## config.mk

```make
export PLATFORM = sky130hd
export DESIGN_NAME = wb_slave_mux
export DESIGN_NICKNAME = d
export VERILOG_FILES = /design/src/rtl/wb_mux_pkg.sv /design/src/rtl/wb_mux_tmo_cnt.sv /design/src/rtl/wb_slave_mux.sv
export SDC_FILE = /design/constraint.sdc
export NUM_CORES = 1
export LEC_CHECK = 0
export BUFFER_PORTS_ARGS = -buffer_cell sky130_fd_sc_hd__buf_4
export CORE_AREA = 4 4 121 123
export DETAILED_ROUTE_END_ITERATION = 10
export DIE_AREA = 0 0 125 127
export PLACE_DENSITY_LB_ADDON = 0.3
export SLEW_MARGIN = 20
export SYNTH_ARGS = -nofsm -noshare
export SYNTH_HDL_FRONTEND = slang
export SYNTH_SLANG_ARGS = --single-unit
export TNS_END_PERCENT = 20
```

## constraint.sdc

```tcl
create_clock -name wb_clk_i -period 2.91 [get_ports wb_clk_i]
set_clock_uncertainty 0.2 [all_clocks]
set_input_delay 0.4365 -clock wb_clk_i [delete_from_list [all_inputs] [get_ports wb_clk_i]]
set_output_delay 0.4365 -clock wb_clk_i [all_outputs]
set_load 0.02 [all_outputs]
```

## src/rtl/wb_mux_pkg.sv

```systemverilog
`default_nettype none
// ============================================================================
//  Module      : wb_mux_pkg
//  Description : Shared types and constants for the Wishbone slave mux:
//                FSM state encoding, error-response data word, error-type
//                encodings, default base address and a response helper.
//  Ports       : none (package)
//  Revision    : 1.0 - initial release
// ============================================================================
package wb_mux_pkg;

    // Transaction FSM: one outstanding transfer at a time.
    typedef enum logic [1:0] {
        ST_IDLE   = 2'd0,
        ST_ACCESS = 2'd1,
        ST_RESP   = 2'd2
    } wb_mux_state_e;

    // Read data returned with an error acknowledge.
    localparam logic [31:0] WB_ERR_DATA = 32'hDEAD_BEEF;

    // Error-log type encodings.
    localparam logic ERR_TYP_DECODE = 1'b0;
    localparam logic ERR_TYP_TMO    = 1'b1;

    // Default user-area window selected by adr[31:24].
    localparam logic [7:0] DEFAULT_BASE_ADDR = 8'h30;

    // Data word returned on a successful transfer: writes return zero so the
    // master never sees stale target read data on a write ack.
    function automatic logic [31:0] ok_rsp_data(input logic we,
                                                input logic [31:0] rd);
        return we ? 32'h0 : rd;
    endfunction

endpackage
`default_nettype wire

```

## src/rtl/wb_mux_tmo_cnt.sv

```systemverilog
`default_nettype none
// ============================================================================
//  Module      : wb_mux_tmo_cnt
//  Description : Target-access timeout counter. Counts enabled cycles since
//                the last clear; expire_o flags the TMO_CYC-th enabled cycle
//                so the caller can leave the access on that same edge.
//  Ports       : clk_i     - clock
//                rst_n_i   - asynchronous active-low reset
//                clr_i     - synchronous clear (dominates enable)
//                en_i      - count this cycle
//                expire_o  - this enabled cycle is the last one allowed
//  Revision    : 1.0 - initial release
// ============================================================================
module wb_mux_tmo_cnt #(
    parameter int TMO_CYC = 255
) (
    input  logic clk_i,
    input  logic rst_n_i,
    input  logic clr_i,
    input  logic en_i,
    output logic expire_o
);

    localparam int CNT_W = $clog2(TMO_CYC + 1);

    logic [CNT_W-1:0] cnt_q;
    logic [CNT_W-1:0] cnt_d;

    always_comb begin
        cnt_d = cnt_q;
        if (clr_i) begin
            cnt_d = '0;
        end else if (en_i && (cnt_q != CNT_W'(TMO_CYC))) begin
            // Saturate rather than wrap in case the caller keeps enabling.
            cnt_d = cnt_q + 1'b1;
        end
    end

    always_ff @(posedge clk_i or negedge rst_n_i) begin
        if (!rst_n_i) begin
            cnt_q <= '0;
        end else begin
            cnt_q <= cnt_d;
        end
    end

    // cnt_q holds the number of enabled cycles already completed, so the
    // TMO_CYC-th enabled cycle is the one where cnt_q == TMO_CYC-1.
    assign expire_o = en_i && (cnt_q == CNT_W'(TMO_CYC - 1));

endmodule
`default_nettype wire

```

## src/rtl/wb_slave_mux.sv

```systemverilog
`default_nettype none
// ============================================================================
//  Module      : wb_slave_mux
//  Description : Wishbone 1:N bridge. Decodes one 32-bit master into NUM_SLV
//                targets by adr[SEL_LSB +: SLV_IDX_W] inside the adr[31:24]
//                == BASE_ADDR window, one transfer outstanding. Registers the
//                response, error-acks unmapped addresses and times out
//                targets that never acknowledge.
//  Option      : `define WB_SLAVE_MUX_ERR_LOG_EN adds a sticky error log
//                (err_clr_i, err_vld_o, err_adr_o, err_typ_o).
//  Ports       : wb_clk_i, wb_rst_n        - clock, async active-low reset
//                wbm_*_i / wbm_*_o         - master-side Wishbone
//                wbs_cyc_o, wbs_stb_o      - one-hot target cycle/strobe
//                wbs_we/sel/adr/dat_o      - registered request, shared
//                wbs_dat_i, wbs_ack_i      - per-target read data / ack
//  Revision    : 1.0 - initial release
// ============================================================================
module wb_slave_mux
    import wb_mux_pkg::*;
#(
    parameter int         NUM_SLV   = 4,
    parameter int         SLV_IDX_W = 2,
    parameter int         SEL_LSB   = 16,
    parameter logic [7:0] BASE_ADDR = DEFAULT_BASE_ADDR,
    parameter int         TMO_CYC   = 255
) (
    input  logic                    wb_clk_i,
    input  logic                    wb_rst_n,
    input  logic                    wbm_cyc_i,
    input  logic                    wbm_stb_i,
    input  logic                    wbm_we_i,
    input  logic [3:0]              wbm_sel_i,
    input  logic [31:0]             wbm_adr_i,
    input  logic [31:0]             wbm_dat_i,
    output logic                    wbm_ack_o,
    output logic [31:0]             wbm_dat_o,
    output logic                    wbm_err_o,
    output logic [NUM_SLV-1:0]      wbs_cyc_o,
    output logic [NUM_SLV-1:0]      wbs_stb_o,
    output logic                    wbs_we_o,
    output logic [3:0]              wbs_sel_o,
    output logic [31:0]             wbs_adr_o,
    output logic [31:0]             wbs_dat_o,
    input  logic [NUM_SLV*32-1:0]   wbs_dat_i,
    input  logic [NUM_SLV-1:0]      wbs_ack_i
`ifdef WB_SLAVE_MUX_ERR_LOG_EN
    ,
    input  logic                    err_clr_i,
    output logic                    err_vld_o,
    output logic [31:0]             err_adr_o,
    output logic                    err_typ_o
`endif
);

    // ------------------------------------------------------------------
    // State
    // ------------------------------------------------------------------
    wb_mux_state_e          state_q, state_d;
    logic [SLV_IDX_W-1:0]   tgt_q,   tgt_d;
    logic                   we_q,    we_d;
    logic [3:0]             sel_q,   sel_d;
    logic [31:0]            adr_q,   adr_d;
    logic [31:0]            dat_q,   dat_d;
    logic [31:0]            rsp_dat_q, rsp_dat_d;   // response staged for RESP
    logic                   rsp_err_q, rsp_err_d;
    logic                   ack_q,   ack_d;
    logic [31:0]            mdat_q,  mdat_d;
    logic                   merr_q,  merr_d;

    // ------------------------------------------------------------------
    // Request decode
    // ------------------------------------------------------------------
    logic                   w_req;
    logic [SLV_IDX_W-1:0]   w_req_idx;
    logic                   w_dec_err;

    // ack_q gates new requests: in the cycle wbm_ack_o is high the master
    // still holds stb, and it only drops it on the following edge.
    assign w_req     = wbm_cyc_i && wbm_stb_i && !ack_q;
    assign w_req_idx = wbm_adr_i[SEL_LSB +: SLV_IDX_W];
    assign w_dec_err = (wbm_adr_i[31:24] != BASE_ADDR) ||
                       ({{(32-SLV_IDX_W){1'b0}}, w_req_idx} >= 32'(NUM_SLV));

    // ------------------------------------------------------------------
    // Selected-target mux: one-hot select, its ack and its read data.
    // Acks from every other target are simply not looked at.
    // ------------------------------------------------------------------
    logic [NUM_SLV-1:0]     w_sel_oh;
    logic                   w_tgt_ack;
    logic [31:0]            w_tgt_dat;

    always_comb begin
        w_sel_oh  = '0;
        w_tgt_ack = 1'b0;
        w_tgt_dat = '0;
        for (int k = 0; k < NUM_SLV; k++) begin
            if (tgt_q == SLV_IDX_W'(k)) begin
                w_sel_oh[k] = 1'b1;
                w_tgt_ack   = wbs_ack_i[k];
                w_tgt_dat   = wbs_dat_i[k*32 +: 32];
            end
        end
    end

    // ------------------------------------------------------------------
    // Timeout counter: runs only while in ACCESS, cleared everywhere else
    // so each access starts from zero.
    // ------------------------------------------------------------------
    logic w_in_access;
    logic w_tmo_expire;

    assign w_in_access = (state_q == ST_ACCESS);

    wb_mux_tmo_cnt #(
        .TMO_CYC (TMO_CYC)
    ) u_tmo_cnt (
        .clk_i    (wb_clk_i),
        .rst_n_i  (wb_rst_n),
        .clr_i    (!w_in_access),
        .en_i     (w_in_access),
        .expire_o (w_tmo_expire)
    );

    // ------------------------------------------------------------------
    // FSM next state / datapath
    // ------------------------------------------------------------------
    always_comb begin
        state_d   = state_q;
        tgt_d     = tgt_q;
        we_d      = we_q;
        sel_d     = sel_q;
        adr_d     = adr_q;
        dat_d     = dat_q;
        rsp_dat_d = rsp_dat_q;
        rsp_err_d = rsp_err_q;
        ack_d     = 1'b0;
        mdat_d    = '0;
        merr_d    = 1'b0;

        unique case (state_q)
            ST_IDLE: begin
                if (w_req) begin
                    tgt_d = w_req_idx;
                    we_d  = wbm_we_i;
                    sel_d = wbm_sel_i;
                    adr_d = wbm_adr_i;
                    dat_d = wbm_dat_i;
                    if (w_dec_err) begin
                        state_d   = ST_RESP;
                        rsp_err_d = 1'b1;
                        rsp_dat_d = WB_ERR_DATA;
                    end else begin
                        state_d   = ST_ACCESS;
                    end
                end
            end

            ST_ACCESS: begin
                // A master abort takes precedence: nobody is left to ack.
                if (!wbm_cyc_i) begin
                    state_d = ST_IDLE;
                end else if (w_tgt_ack) begin
                    state_d   = ST_RESP;
                    rsp_err_d = 1'b0;
                    rsp_dat_d = ok_rsp_data(we_q, w_tgt_dat);
                end else if (w_tmo_expire) begin
                    state_d   = ST_RESP;
                    rsp_err_d = 1'b1;
                    rsp_dat_d = WB_ERR_DATA;
                end
            end

            ST_RESP: begin
                ack_d   = 1'b1;
                mdat_d  = rsp_dat_q;
                merr_d  = rsp_err_q;
                state_d = ST_IDLE;
            end

            default: begin
                state_d = ST_IDLE;
            end
        endcase
    end

    always_ff @(posedge wb_clk_i or negedge wb_rst_n) begin
        if (!wb_rst_n) begin
            state_q   <= ST_IDLE;
            tgt_q     <= '0;
            we_q      <= 1'b0;
            sel_q     <= '0;
            adr_q     <= '0;
            dat_q     <= '0;
            rsp_dat_q <= '0;
            rsp_err_q <= 1'b0;
            ack_q     <= 1'b0;
            mdat_q    <= '0;
            merr_q    <= 1'b0;
        end else begin
            state_q   <= state_d;
            tgt_q     <= tgt_d;
            we_q      <= we_d;
            sel_q     <= sel_d;
            adr_q     <= adr_d;
            dat_q     <= dat_d;
            rsp_dat_q <= rsp_dat_d;
            rsp_err_q <= rsp_err_d;
            ack_q     <= ack_d;
            mdat_q    <= mdat_d;
            merr_q    <= merr_d;
        end
    end

    // ------------------------------------------------------------------
    // Outputs
    // ------------------------------------------------------------------
    assign wbm_ack_o = ack_q;
    assign wbm_dat_o = mdat_q;
    assign wbm_err_o = merr_q;

    // Target strobes follow the registered state, so they are low in reset
    // and drop on the same edge that leaves ACCESS.
    assign wbs_cyc_o = w_in_access ? w_sel_oh : '0;
    assign wbs_stb_o = w_in_access ? w_sel_oh : '0;
    assign wbs_we_o  = we_q;
    assign wbs_sel_o = sel_q;
    assign wbs_adr_o = adr_q;
    assign wbs_dat_o = dat_q;

`ifdef WB_SLAVE_MUX_ERR_LOG_EN
    // ------------------------------------------------------------------
    // Sticky error log: first error after a clear wins. A clear in the
    // same cycle as a new error leaves the new error logged.
    // ------------------------------------------------------------------
    logic        err_vld_q, err_vld_d;
    logic [31:0] err_adr_q, err_adr_d;
    logic        err_typ_q, err_typ_d;
    logic        w_err_dec;
    logic        w_err_tmo;

    assign w_err_dec = (state_q == ST_IDLE) && w_req && w_dec_err;
    assign w_err_tmo = w_in_access && wbm_cyc_i && !w_tgt_ack && w_tmo_expire;

    always_comb begin
        err_vld_d = err_vld_q && !err_clr_i;
        err_adr_d = err_adr_q;
        err_typ_d = err_typ_q;
        if ((w_err_dec || w_err_tmo) && (!err_vld_q || err_clr_i)) begin
            err_vld_d = 1'b1;
            err_adr_d = w_err_dec ? wbm_adr_i : adr_q;
            err_typ_d = w_err_dec ? ERR_TYP_DECODE : ERR_TYP_TMO;
        end
    end

    always_ff @(posedge wb_clk_i or negedge wb_rst_n) begin
        if (!wb_rst_n) begin
            err_vld_q <= 1'b0;
            err_adr_q <= '0;
            err_typ_q <= 1'b0;
        end else begin
            err_vld_q <= err_vld_d;
            err_adr_q <= err_adr_d;
            err_typ_q <= err_typ_d;
        end
    end

    assign err_vld_o = err_vld_q;
    assign err_adr_o = err_adr_q;
    assign err_typ_o = err_typ_q;
`endif

endmodule
`default_nettype wire

```

* Word-level counts from Yosys, hierarchy flattened
Index checks and enable logic that the tools add are counted.
** Storage, ports and cells
- Register bits :: 148
- Input port bits :: 205
- Output and inout port bits :: 111
- Logic and storage cells :: 75
** Cells by class
- Add/sub/neg operators :: 1
- Eq/ne operators :: 14
- Mux-type cells :: 37
- Reduce and logical (&&, ||, !) cells :: 11
** Operators by type and width (number)
- $mux 32 :: 11
- $pmux 32 s2 :: 1
- $mux 8 :: 2
- $mux 1 :: 15
- $mux 2 :: 5
- $add 8x1->8 const B :: 1
- $eq 8x8->1 const B :: 1
- $ne 2x2->1 const B :: 4
- $ne 8x6->1 const B :: 1
- $ne 8x8->1 const B :: 1
- $eq 2x2->1 const B :: 3
- $reduce_and 5->1 :: 1
- $eq 2x1->1 const B :: 2
- $logic_and 1x1->1 :: 4
- $logic_not 2->1 :: 2
- $mux 4 :: 1
- $ne 4x4->1 const B :: 1
- $pmux 2 s2 :: 1
- $reduce_and 2->1 :: 2
- $ne 3x3->1 const B :: 1
- $pmux 1 s2 :: 1
- $reduce_bool 2->1 :: 1
- $logic_not 1->1 :: 1

* Depth between registers and ports, before layout
Gate-level depths: netlist (run 1).
- Word-level depth :: 9
- Mapped depth :: 9
- Gate-level depth less buffers :: 7

* By module
From an unflattened synthesis (run 1), not the netlist that was laid out.
** Unflattened totals
- Cells, all modules :: 465
- Area total of the unflattened synthesis :: 6480.0 sq um
** By module, submodules not included
- wb_slave_mux :: instances 1, cells an instance 414, area an instance 5979.5 sq um, sequential area each 3453.3 sq um
- wb_mux_tmo_cnt :: instances 1, cells an instance 51, area an instance 500.5 sq um, sequential area each 200.2 sq um

* Worst setup path before layout (run 1)
No wires, ideal clock.
- Path type :: flip-flop to output port
- Start point :: reg tgt_q[0]
- End point :: out wbs_stb_o[0]
- Arrival time :: 1776 ps
- Data required time :: 2274 ps
- Slack :: 497 ps
- Cell stages (with the launch flop) :: 5
- Buffers on the path :: 3
- Path through :: dfrtp_1 -> buf_4 -> buf_1 -> nor3_1 -> buf_4
** Between the ends
- Longest elaborated chain between the ends :: 3
** RTL lines
- start, declared :: line wb_slave_mux.sv:59 : logic [SLV_IDX_W-1:0] tgt_q, tgt_d;
- start signal, assigned :: line wb_slave_mux.sv:201 : tgt_q <= tgt_d;
- $logic_not 2->1 :: line wb_slave_mux.sv:97 : if (tgt_q == SLV_IDX_W'(k)) begin
- $mux 1 :: line wb_slave_mux.sv:97
- $mux 4
- end, declared :: line wb_slave_mux.sv:39 : output logic [NUM_SLV-1:0] wbs_stb_o,
Every way passes these cells.

* Worst setup path in the final report (run 1)
- Start point :: reg tgt_q[0]
- End point :: out wbs_cyc_o[1]
** Between the ends
- Longest elaborated chain between the ends :: 3
** RTL lines
- $eq 2x1->1 :: line wb_slave_mux.sv:97
- $mux 1 :: line wb_slave_mux.sv:97
- $mux 4 :: line wb_slave_mux.sv:223 : assign wbs_cyc_o = w_in_access ? w_sel_oh : '0;
- end, declared :: line wb_slave_mux.sv:38 : output logic [NUM_SLV-1:0] wbs_cyc_o,
Every way passes these cells.

==> flow_summary.ini, run 1 <==
[run_status]
status = finished, final reports clean

[die]
die_x_um = 125
initial_core_util_pct = 46.3
rows = 43
die_area_sq_um = 15900
design.core.area_sq_um = 13700
io_pins = 316
chipHeight_um = 127

[cells_and_area]
seq_area_sq_um = 3650
post-route-util_pct = 69.2
n_antenna_cell = 0
drive_gt1_share_pct = 55.7
fillers = 994
finalNonFillerCells = 932
finalNetCount = 946
area_growth_pct = 49.6
multiInputGateArea_sq_um = 2510

[critical_path]
crit_fanout = 38
crit_arrival_ns = 1.74
reg2reg_depth = 5
worst_path_largest_cell_delay_ns = 0.51
crit_path_end_kind = output pin
crit-reg2reg-launch = tgt_q[0]$_DFFE_PN0P_
crit_start = tgt_q[0]$_DFFE_PN0P_
crit_type = flip-flop to output pin
cp_slowest_cell = buf_4
worstPathRequired_ns = 2.27
cp_common_cell = buf_4
crit_chain = buf_4, nand2_1, nor2_1, buf_4
critPathLaunchType = flip-flop
rrSetupSlack_ns = 0.62
r2r-end = rsp_dat_q[1]$_DFFE_PN0P_

[synth]
ys_seq_elements = 146
yosysWarnings = 0
synth_top_cell_by_area = dfrtp_1
synth_cell_types = 35
yosysTopAreaCellShare_pct = 57.8
syn_area_sq_um = 6320
yosysSeqAreaShare_pct = 57.8
avgSynthCellArea_sq_um = 14.9
synth_cells = 425
synth_area_leaders = dfrtp_1 58%, mux4_2 12%, mux2_1 7.8%
synth_nets = 632

[timing]
fin_crit_sh_pct = 81.8
period_minus_slack_ns = 2.38
fin_tns_setup_ns = 0
final-setup-viol-count = 0
slew_headroom_pct = 57.4
finalMaxSlewViolations = 0
max_slew.worst_pin.slew_ns = 0.639
final-hold-violation-count = 0
rsz0062_at_grt = no
max_freq_mhz = 420

[clock_tree]
numCtsBuffers = 17
clk_path_buf_depth = 2
htree_levels = 4
cts-root-buf = clkbuf_16
clk_latency_ns = 0.41
clock-sinks = 146
cts_resized = 0
cts_tree = built
clk_pin_slew_worst_paths_ns = 0.06

[power_and_ir_drop]
peakVddDrop_mv = 0.372
switching_power_mw = 1.74
p_seq_share_pct = 38.7
p_leak_nw = 4.44
switching_share_pct = 28.0
p_comb_share_pct = 27.1
p_int_mw = 4.46
clockPowerShare_pct = 34.2
powerDensity_nw_per_um2 = 655

[grt]
grt_usage_pct = 22.3
overflow = 0
grt_max_degree = 71
grt_pass1_vias = 5403
antenna_found_initial = 0
grt_pass1_wl_mm = 27.9

[hold_path]
hp-class = input port to flip-flop
hold_path_depth = 2
holdPathEnd = wbs_adr_o[1]$_DFFE_PN0P_
worstHoldStart = wbm_adr_i[1]

[drt]
via_per_inst = 5.18
drc = 0
drt_wl_total_mm = 17.4
first_pass_iters = 5
drtIter0Drc = 218
num_vias = 4824
wl_per_cell_um = 18.6
postRouteAntennaNets = 0

[place]
dpl.cell_count = 899
hpwl_mm = 13.4
place_congestion = 0.827
port_buffers = 315

[flow_run]
drv_cap = 0
==> state kept, by name (all words and copies together) (netlist names) <==
signal	cells
wbm_ack_o	1
u_tmo_cnt.cnt_q	8
rsp_dat_q	32
rsp_err_q	1
wbs_we_o	1
wbm_err_o	1
wbs_sel_o	4
wbm_dat_o	32
tgt_q	1
wbs_dat_o	32
wbs_adr_o	31
state_q	2
==> cells by family (layout without fill, tap and decap cells) <==
family | count (synthesis) | count (layout) | share of synthesized area [%]
buffers and inverters | 34 | 361 | 2.79
and+or+nand+nor | 93 | 93 | 8.65
DFF | 146 | 146 | 57.8
adders and majority gates | 2 | 2 | 0.396
AOI/OAI and AO/OA | 45 | 45 | 5.95
xor gates and xnor gates | 3 | 3 | 0.416
muxes | 102 | 102 | 24.0
==> placed cells by master (no fill, tap or decap), types with 3 or more instances in the layout <==
cell type   count
buf_4         322
dfrtp_1       145
mux2_1         44
and2_1         33
mux4_2         33
nor2b_1        27
mux2_2         25
o22a_1         24
clkbuf_16      17
nor2_1          8
a22o_1          8
nand2_1         7
and3_1          4
clkinvlp_4      4
clkinv_2        4
inv_1           3
nor3_1          3
nand3_1         3
nor4b_1         3
xnor2_1         3
a211oi_1        3
clkinv_4        3
==> metal layers <==
| metal | up-vias | track usage, % | wire length, um |
|---|---|---|---|
| li1 | 2187 | - | - |
| met1 | 2377 | 25.6 | 6340 |
| met2 | 237 | 39.7 | 9220 |
| met3 | 23 | 6.86 | 1460 |
| met4 | 0 | 7.91 | 349 |
| met5 | - | 0 | 0 |
==> cell usage after synthesis <==
library cell and n:
a211oi_2 1, a31oi_1 2, and4_1 1, mux2_1 44, nor3_1 3, buf_1 4, clkbuf_1 14, dfrtp_1 146
xnor2_1 3, a211oi_1 3, o22a_1 24, a211o_1 1, and2_1 33, nand3_1 4, nor2b_1 28, a21oi_1 2
buf_6 3, ha_1 2, nor4b_1 3, o21ai_0 1, o21a_1 1, nor2_1 8, buf_4 5, inv_4 1
nand2_1 7, or4_1 1, buf_2 4, o41ai_1 1, and3_1 4, a2111oi_0 1, inv_1 3, mux2_2 25
nand2b_1 1, mux4_2 33, a22o_1 8
==> final cells by class <==
class | instances | area share (%)
Multi-Input combinational cell | 245 | 26.6
Tap cell | 180 | 2.38
Timing Repair Buffer | 325 | 26.0
Sequential cell | 146 | 38.6
Clock buffer | 19 | 4.79
Clock inverter | 13 | 1.44
Inverter | 4 | 0.185
==> power groups by stage <==
stage	sequential, mW	combinational (mW)	clock [mW]
2_1_floorplan	2.72	0.613	0
3_3_place_gp	2.41	1.67	0
3_5_place_dp	2.43	1.70	0
4_1_cts	2.40	1.71	2.17
5_1_grt	2.42	1.80	2.27
6_report	2.39	1.68	2.12
==> worst max path at each step <==
stage                           endpoint  slack, ns
3_5_place_dp   rsp_dat_q[26]$_DFFE_PN0P_       0.46
3_3_place_gp    rsp_dat_q[0]$_DFFE_PN0P_       0.56
5_1_grt                     wbs_cyc_o[1]       0.37
4_1_cts                     wbs_cyc_o[1]       0.48
6_report                    wbs_cyc_o[1]       0.53
2_1_floorplan               wbs_stb_o[0]       0.50
==> worst max-delay path: cells and delay by family, from the launching register on <==
family                 cells  cell delay, ns
AND/OR/NAND/NOR            2            0.28
buffers and inverters      2            0.68
flip-flops                 1            0.37
==> per-stage QoR <==
| stage | hold WS [ns] | area, sq um | total power [mW] | setup WS (ns) |
|---|---|---|---|---|
| 2_1_floorplan | -0.0591 | 6320 | 3.33 | 0.497 |
| 3_3_place_gp | 0.264 | 8860 | 4.09 | 0.563 |
| 3_5_place_dp | 0.268 | 8860 | 4.13 | 0.461 |
| 4_1_cts | 0.0219 | 9460 | 6.27 | 0.483 |
| 5_1_grt | 0.0268 | 9460 | 6.49 | 0.366 |
| 6_report | 0.0358 | 9460 | 6.19 | 0.530 |
==> what timing repair did <==
| action | CTS | global route |
|---|---|---|
| hold buffers | 1 | 0 |
| endpoints found under the hold margin | 66 | 0 |
| buffers inserted | 0 | 0 |
| endpoints found under the setup margin | 0 | 0 |
No activity file was read; power rests on OpenSTA's default activity.
==> inputs of run 2 (changes only) <==
Settings changed: ABC_AREA set to 1, CORE_AREA 4 4 121 123 to unset, CORE_MARGIN set to 4, CORE_UTILIZATION set to 43, DIE_AREA 0 0 125 127 to unset.
Clock period 2.91 ns to 1.9 ns, I/O delays scaled along.
==> run 2 against run 1 <==
The run now ends with setup timing left. Utilization grew 1.3 points. Combinational power is 86% higher. Synthesized cell count up 93%. Design area up 19%. Critical endpoint is now wbs_cyc_o[2]. Largest cell class unchanged. Highest routed layer unchanged.
==> flow_summary.ini, run 2 <==
[timing]
period_minus_slack_ns = 2.01
rsz0062_at_grt = yes
fin_crit_sh_pct = 106
final-setup-viol-count = 16
final-hold-violation-count = 0
finalMaxSlewViolations = 0
slew_headroom_pct = 69.9
max_freq_mhz = 498
fin_tns_setup_ns = -0.656
max_slew.worst_pin.slew_ns = 0.451
timing.final.ws_setup_ns = -0.107

[drt]
met3WireLength_mm = 1.73
postRouteAntennaNets = 0
first_pass_iters = 5
wl_per_cell_um = 17.1
met2_length_mm = 13.0
via_per_inst = 4.78
top_layer = met4
drt_wl_total_mm = 24.7
drc = 0
num_vias = 6913
drtIter0Drc = 367
wl_met1_mm = 9.06

[critical_path]
crit_arrival_ns = 1.52
critPathLaunchType = flip-flop
crit_fanout = 9
crit_path_end_kind = output pin
crit_type = flip-flop to output pin
worstPathRequired_ns = 1.41

[synth]
synth_area_leaders = dfrtp_1 52%, nand2_1 14%, mux2_2 9.3%
synth_cells = 821
synth_common_cells = 258 x nand2_1, 146 x dfrtp_1, 103 x nor2_1
synth_cell_types = 32
yosysSeqAreaShare_pct = 51.9
synth_nets = 1028
synth_edf_count = 0
yosysTopAreaCellShare_pct = 51.9
ys.flop_type = dfrtp_1
ys_seq_elements = 146
avgSynthCellArea_sq_um = 8.57
syn_area_sq_um = 7030
synth_top_cell_by_area = dfrtp_1
yosysWarnings = 0
yosysMostFrequentCell = nand2_1
postSynth.asyncResetShare_pct = 100

[cells_and_area]
n_antenna_cell = 0
final_common_cell = buf_4
fin_area_sq_um = 11200
finalNonFillerCells = 1446
drive_gt1_share_pct = 39.2
finalNetCount = 1424
multiInputGateArea_sq_um = 2870
layout_common_cells = 329 x buf_4, 252 x nand2_1, 144 x dfrtp_1
fillers = 1169
area_growth_pct = 59.9
seq_area_sq_um = 3660

[clock_tree]
clock-sinks = 146
cts_tree = built
htree_levels = 4
clk_pin_slew_worst_paths_ns = 0.06
clk_path_buf_depth = 2
clk_latency_ns = 0.42
cts-root-buf = clkbuf_16
numCtsBuffers = 17

[grt]
overflow = 0
antenna_found_initial = 0
grt_usage_pct = 26.5
grt_max_degree = 75
grt_pass1_wl_mm = 37.7
grt_pass1_vias = 7243

[power_and_ir_drop]
switching_power_mw = 3.26
p_comb_share_pct = 30.4
switching_share_pct = 31.6
powerDensity_nw_per_um2 = 917
p_int_mw = 7.06
p_seq_share_pct = 36.9
peakVddDrop_mv = 0.677
p_leak_nw = 5.82
clockPowerShare_pct = 32.7

[place]
postPlaceCellArea_sq_um = 9740
place_congestion = 0.819
hpwl_mm = 16.7
port_buffers = 315
dpl.cell_count = 1333

[die]
die_x_um = 136
io_pins = 316
initial_core_util_pct = 44.1
chipHeight_um = 136
design.core.area_sq_um = 15900
die_area_sq_um = 18500
rows = 46

[run_status]
failed_checks = setup timing
status = finished with violations

[flow_run]
drv_cap = 0

[hold_path]
hp-class = input port to flip-flop
==> run 2: changes by cell type after synthesis, moves of 12 or more <==
| cell | change |
|---|---|
| mux4_2 | -33 |
| buf_2 | +12 |
| o22a_1 | -24 |
| nand2_1 | +251 |
| nand3_1 | +35 |
| mux2_2 | +33 |
| inv_1 | +85 |
| o21ai_0 | +31 |
| and2_1 | -33 |
| nor2b_1 | -28 |
| nor2_1 | +95 |
| mux2_1 | -42 |
==> run 2: cell families (layout without fill, tap and decap cells) <==
kind of cell	count (synthesis)	count (layout)	synth area share (%)
and+or+nand+nor	428	430	25.4
muxes	60	60	9.61
adders and majority gates	2	2	0.356
buffers and inverters	135	542	8.70
DFF	146	146	51.9
AOI/OAI and AO/OA	49	49	3.86
xor gates and xnor gates	1	1	0.125
==> run 2: what timing repair did <==
item / in CTS / in global routing
hold endpoints to repair: 216 / 0
hold buffers: 71 / 0
setup endpoints to repair: 12 / 44
pin swaps: 2 / 5
buffers inserted: 4 / 3
resized for setup: 13 / 10
gates cloned: 0 / 3
==> run 2: routing by layer <==
| metal | vias to the layer above | global-route usage, % |
|---|---|---|
| li1 | 3335 | - |
| met1 | 3262 | 28.5 |
| met2 | 251 | 48.8 |
| met3 | 65 | 6.81 |
| met4 | 0 | 12.1 |
| met5 | - | 0 |
==> run 2: area by class of cell <==
type | count | share of cell area [%]
clock buffers | 21 | 4.18
repair buffers | 418 | 31.1
multi-input cells | 542 | 25.5
clock inverters | 11 | 1.16
flip-flops and latches | 146 | 32.5
well taps | 216 | 2.40
inverters | 92 | 3.11
==> run 2: final timing paths <==
check / startpoint / to / slack (ns) / cells past startpoint
min in group asynchronous: wb_rst_n / wbs_dat_o[24]$_DFFE_PN0P_ / 0.17 / 2
max: wbs_adr_o[17]$_DFFE_PN0P_ / wbs_cyc_o[2] / -0.11 / 3
max reg2reg: wbs_adr_o[17]$_DFFE_PN0P_ / rsp_dat_q[25]$_DFFE_PN0P_ / -0.02 / 9
min reg2reg: rsp_err_q$_DFFE_PN0P_ / rsp_err_q$_DFFE_PN0P_ / 0.27 / 2
min: wbs_dat_i[41] / rsp_dat_q[9]$_DFFE_PN0P_ / 0.06 / 7
max in group asynchronous: wb_rst_n / wbs_adr_o[17]$_DFFE_PN0P_ / 0.72 / 3
==> run 2: power by group through the flow <==
stage	clock network [mW]	logic (mW)	registers, mW
6_report	3.37	3.13	3.81
5_1_grt	3.56	3.38	3.86
4_1_cts	3.39	3.07	3.78
3_5_place_dp	0	2.91	3.83
3_3_place_gp	0	2.86	3.82
2_1_floorplan	0	1.14	4.22
==> run 2: worst max-delay path, cell delays in order, from the launching register on <==
cell and delay [ns]:
dfrtp_2 0.54, inv_4 0.09, nor3_4 0.28, buf_4 0.20
==> run 2: through the flow <==
step | hold slack, ns | worst slack (ns) | util, % | power (mW)
4_1_cts | 0.0576 | -0.127 | 69.8 | 10.2
6_report | 0.0639 | -0.107 | 70.6 | 10.3
2_1_floorplan | -0.211 | -0.147 | - | 5.36
5_1_grt | 0.0993 | -0.136 | 70.6 | 10.8
3_3_place_gp | 0.0455 | 0.0407 | 61.1 | 6.68
3_5_place_dp | 0.0424 | 0.00395 | 61.1 | 6.74
==> inputs of run 3 (changes only) <==
Settings changed: ABC_AREA 1 to unset, CORE_UTILIZATION 43 to 42.
==> run 3 against run 2 <==
The run still ends with setup timing left. Sequential power shrank 3%. Critical endpoint is now wbs_cyc_o[3]. Worst hold slack gained 0.045 ns. First-iteration DRC count shrank 62%.
==> flow_summary.ini, run 3 (synthesized netlist as in run 1, its figures left out) <==
[grt]
grt_pass1_vias = 5750
grt_usage_pct = 23.3
grt_pass1_wl_mm = 30.3
grt_max_degree = 69
antenna_found_initial = 0
overflow = 0

[drt]
drt_wl_total_mm = 20.3
drtIter0Drc = 140
via_per_inst = 5.09
wl_per_cell_um = 19.5
first_pass_iters = 4
drc = 0
postRouteAntennaNets = 0
num_vias = 5273

[clock_tree]
cts-root-buf = clkbuf_16
clk_latency_ns = 0.41
cts_tree = built
clock-sinks = 146
numCtsBuffers = 17
clk_pin_slew_worst_paths_ns = 0.06
htree_levels = 4
clk_path_buf_depth = 2

[power_and_ir_drop]
p_seq_share_pct = 35.5
peakVddDrop_mv = 0.709
powerDensity_nw_per_um2 = 973
p_int_mw = 7.69
switching_share_pct = 26.6
p_leak_nw = 5.00
switching_power_mw = 2.78
clockPowerShare_pct = 36.1
p_comb_share_pct = 28.4

[die]
die_area_sq_um = 17100
initial_core_util_pct = 43.2
die_x_um = 131
rows = 44
design.core.area_sq_um = 14600
io_pins = 316
chipHeight_um = 131

[critical_path]
r2r-end = rsp_dat_q[0]$_DFFE_PN0P_
crit_path_end_kind = output pin
crit-reg2reg-launch = tgt_q[0]$_DFFE_PN0P_
crit_arrival_ns = 1.53
reg2reg_depth = 5
rrSetupSlack_ns = -0.11
crit_fanout = 5
worstPathRequired_ns = 1.41
critPathLaunchType = flip-flop
crit_type = flip-flop to output pin

[cells_and_area]
drive_gt1_share_pct = 54.5
final_common_cell = buf_4
fin_area_sq_um = 10800
area_growth_pct = 70.1
finalNetCount = 1046
n_antenna_cell = 0
post-route-util_pct = 73.5
finalNonFillerCells = 1036
layout_common_cells = 330 x buf_4, 144 x dfrtp_1, 71 x dlygate4sd3_1

[hold_path]
hold_path_depth = 3
hp-class = input port to flip-flop
worstHoldStart = wbs_dat_i[81]
holdPathEnd = rsp_dat_q[17]$_DFFE_PN0P_

[run_status]
failed_checks = setup timing
status = finished with violations

[timing]
final-setup-viol-count = 41
finalMaxSlewViolations = 0
slew_headroom_pct = 57.6
final-hold-violation-count = 0
fin_tns_setup_ns = -2.94
fin_crit_sh_pct = 106
period_minus_slack_ns = 2.01
rsz0062_at_grt = yes
timing.final.ws_setup_ns = -0.114
max_slew.worst_pin.slew_ns = 0.635
hold_slack_ns = 0.109
max_freq_mhz = 497

[place]
place_congestion = 0.778
hpwl_mm = 13.7
port_buffers = 315
postPlaceCellArea_sq_um = 9070
dpl.cell_count = 922

[flow_run]
drv_cap = 0
==> run 3: cell types whose count changed in the layout (fill, tap and decap cells not counted), sizes merged, moves of 33 or more <==
| cell | change |
|---|---|
| inv | -87 |
| mux4 | +33 |
| nand2 | -256 |
| and2 | +33 |
| nand3 | -37 |
| nor2 | -105 |
==> run 3: metrics by stage <==
| stage | power [mW] | setup WS (ns) |
|---|---|---|
| 2_1_floorplan | 5.12 | -0.150 |
| 3_3_place_gp | 6.37 | -0.0774 |
| 3_5_place_dp | 6.44 | -0.104 |
| 4_1_cts | 10.5 | -0.131 |
| 5_1_grt | 10.9 | -0.150 |
| 6_report | 10.5 | -0.114 |
==> run 3: timing repair <==
item / 4_1_cts / 5_1_grt
endpoints found under the hold margin: 216 / 0
pin swaps: 5 / 4
cloned: 1 / 2
hold buffers: 71 / 0
endpoints found under the setup margin: 42 / 48
setup buffers: 8 / 0
gates resized for setup: 32 / 16
==> run 3: worst max-delay path by stage <==
stage          slack [ns]  depth (start not counted)                 start                        end
2_1_floorplan       -0.15                          7  tgt_q[0]$_DFFE_PN0P_  rsp_dat_q[16]$_DFFE_PN0P_
3_3_place_gp        -0.08                          6         wbm_adr_i[24]   rsp_dat_q[6]$_DFFE_PN0P_
3_5_place_dp        -0.10                          6         wbm_adr_i[24]   rsp_dat_q[1]$_DFFE_PN0P_
4_1_cts             -0.13                          5  tgt_q[0]$_DFFE_PN0P_  rsp_dat_q[13]$_DFFE_PN0P_
5_1_grt             -0.15                          5  tgt_q[0]$_DFFE_PN0P_               wbs_cyc_o[3]
6_report            -0.11                          5  tgt_q[0]$_DFFE_PN0P_               wbs_cyc_o[3]
==> run 3: critical path, stage by stage (launching register included) <==
cell     delay [ns]
dfrtp_2        0.43
buf_12         0.14
buf_12         0.13
buf_8          0.12
and3_4         0.17
buf_6          0.13
==> run 3: per-layer routing <==
| layer | routed length [um] | up-vias | GRT usage [%] |
|---|---|---|---|
| met3 | 1590 | 29 | 7.20 |
| met2 | 10700 | 251 | 41.3 |
| li1 | - | 2381 | - |
| met1 | 7630 | 2612 | 26.9 |
| met4 | 350 | 0 | 7.62 |
| met5 | 0 | - | 0 |
==> run 3: cell type report <==
| type | count | area (sq um) |
|---|---|---|
| inverter | 4 | 22.5 |
| timing repair buffer | 424 | 3550 |
| fill | 906 | 3880 |
| sequential | 146 | 3660 |
| clock buffer | 23 | 478 |
| clock inverter | 9 | 200 |
| timing repair inverter | 1 | 6.26 |
| tap | 184 | 230 |
| multi-input combinational | 245 | 2610 |
==> run 3: power by group through the flow <==
stage               clock network, mW  registers (mW)  logic, mW
floorplan                           0            4.17      0.954
global placement                    0            3.72       2.65
detailed placement                  0            3.74       2.70
CTS                              3.85            3.69       2.94
global route                     3.99            3.75       3.16
finish                           3.78            3.71       2.97
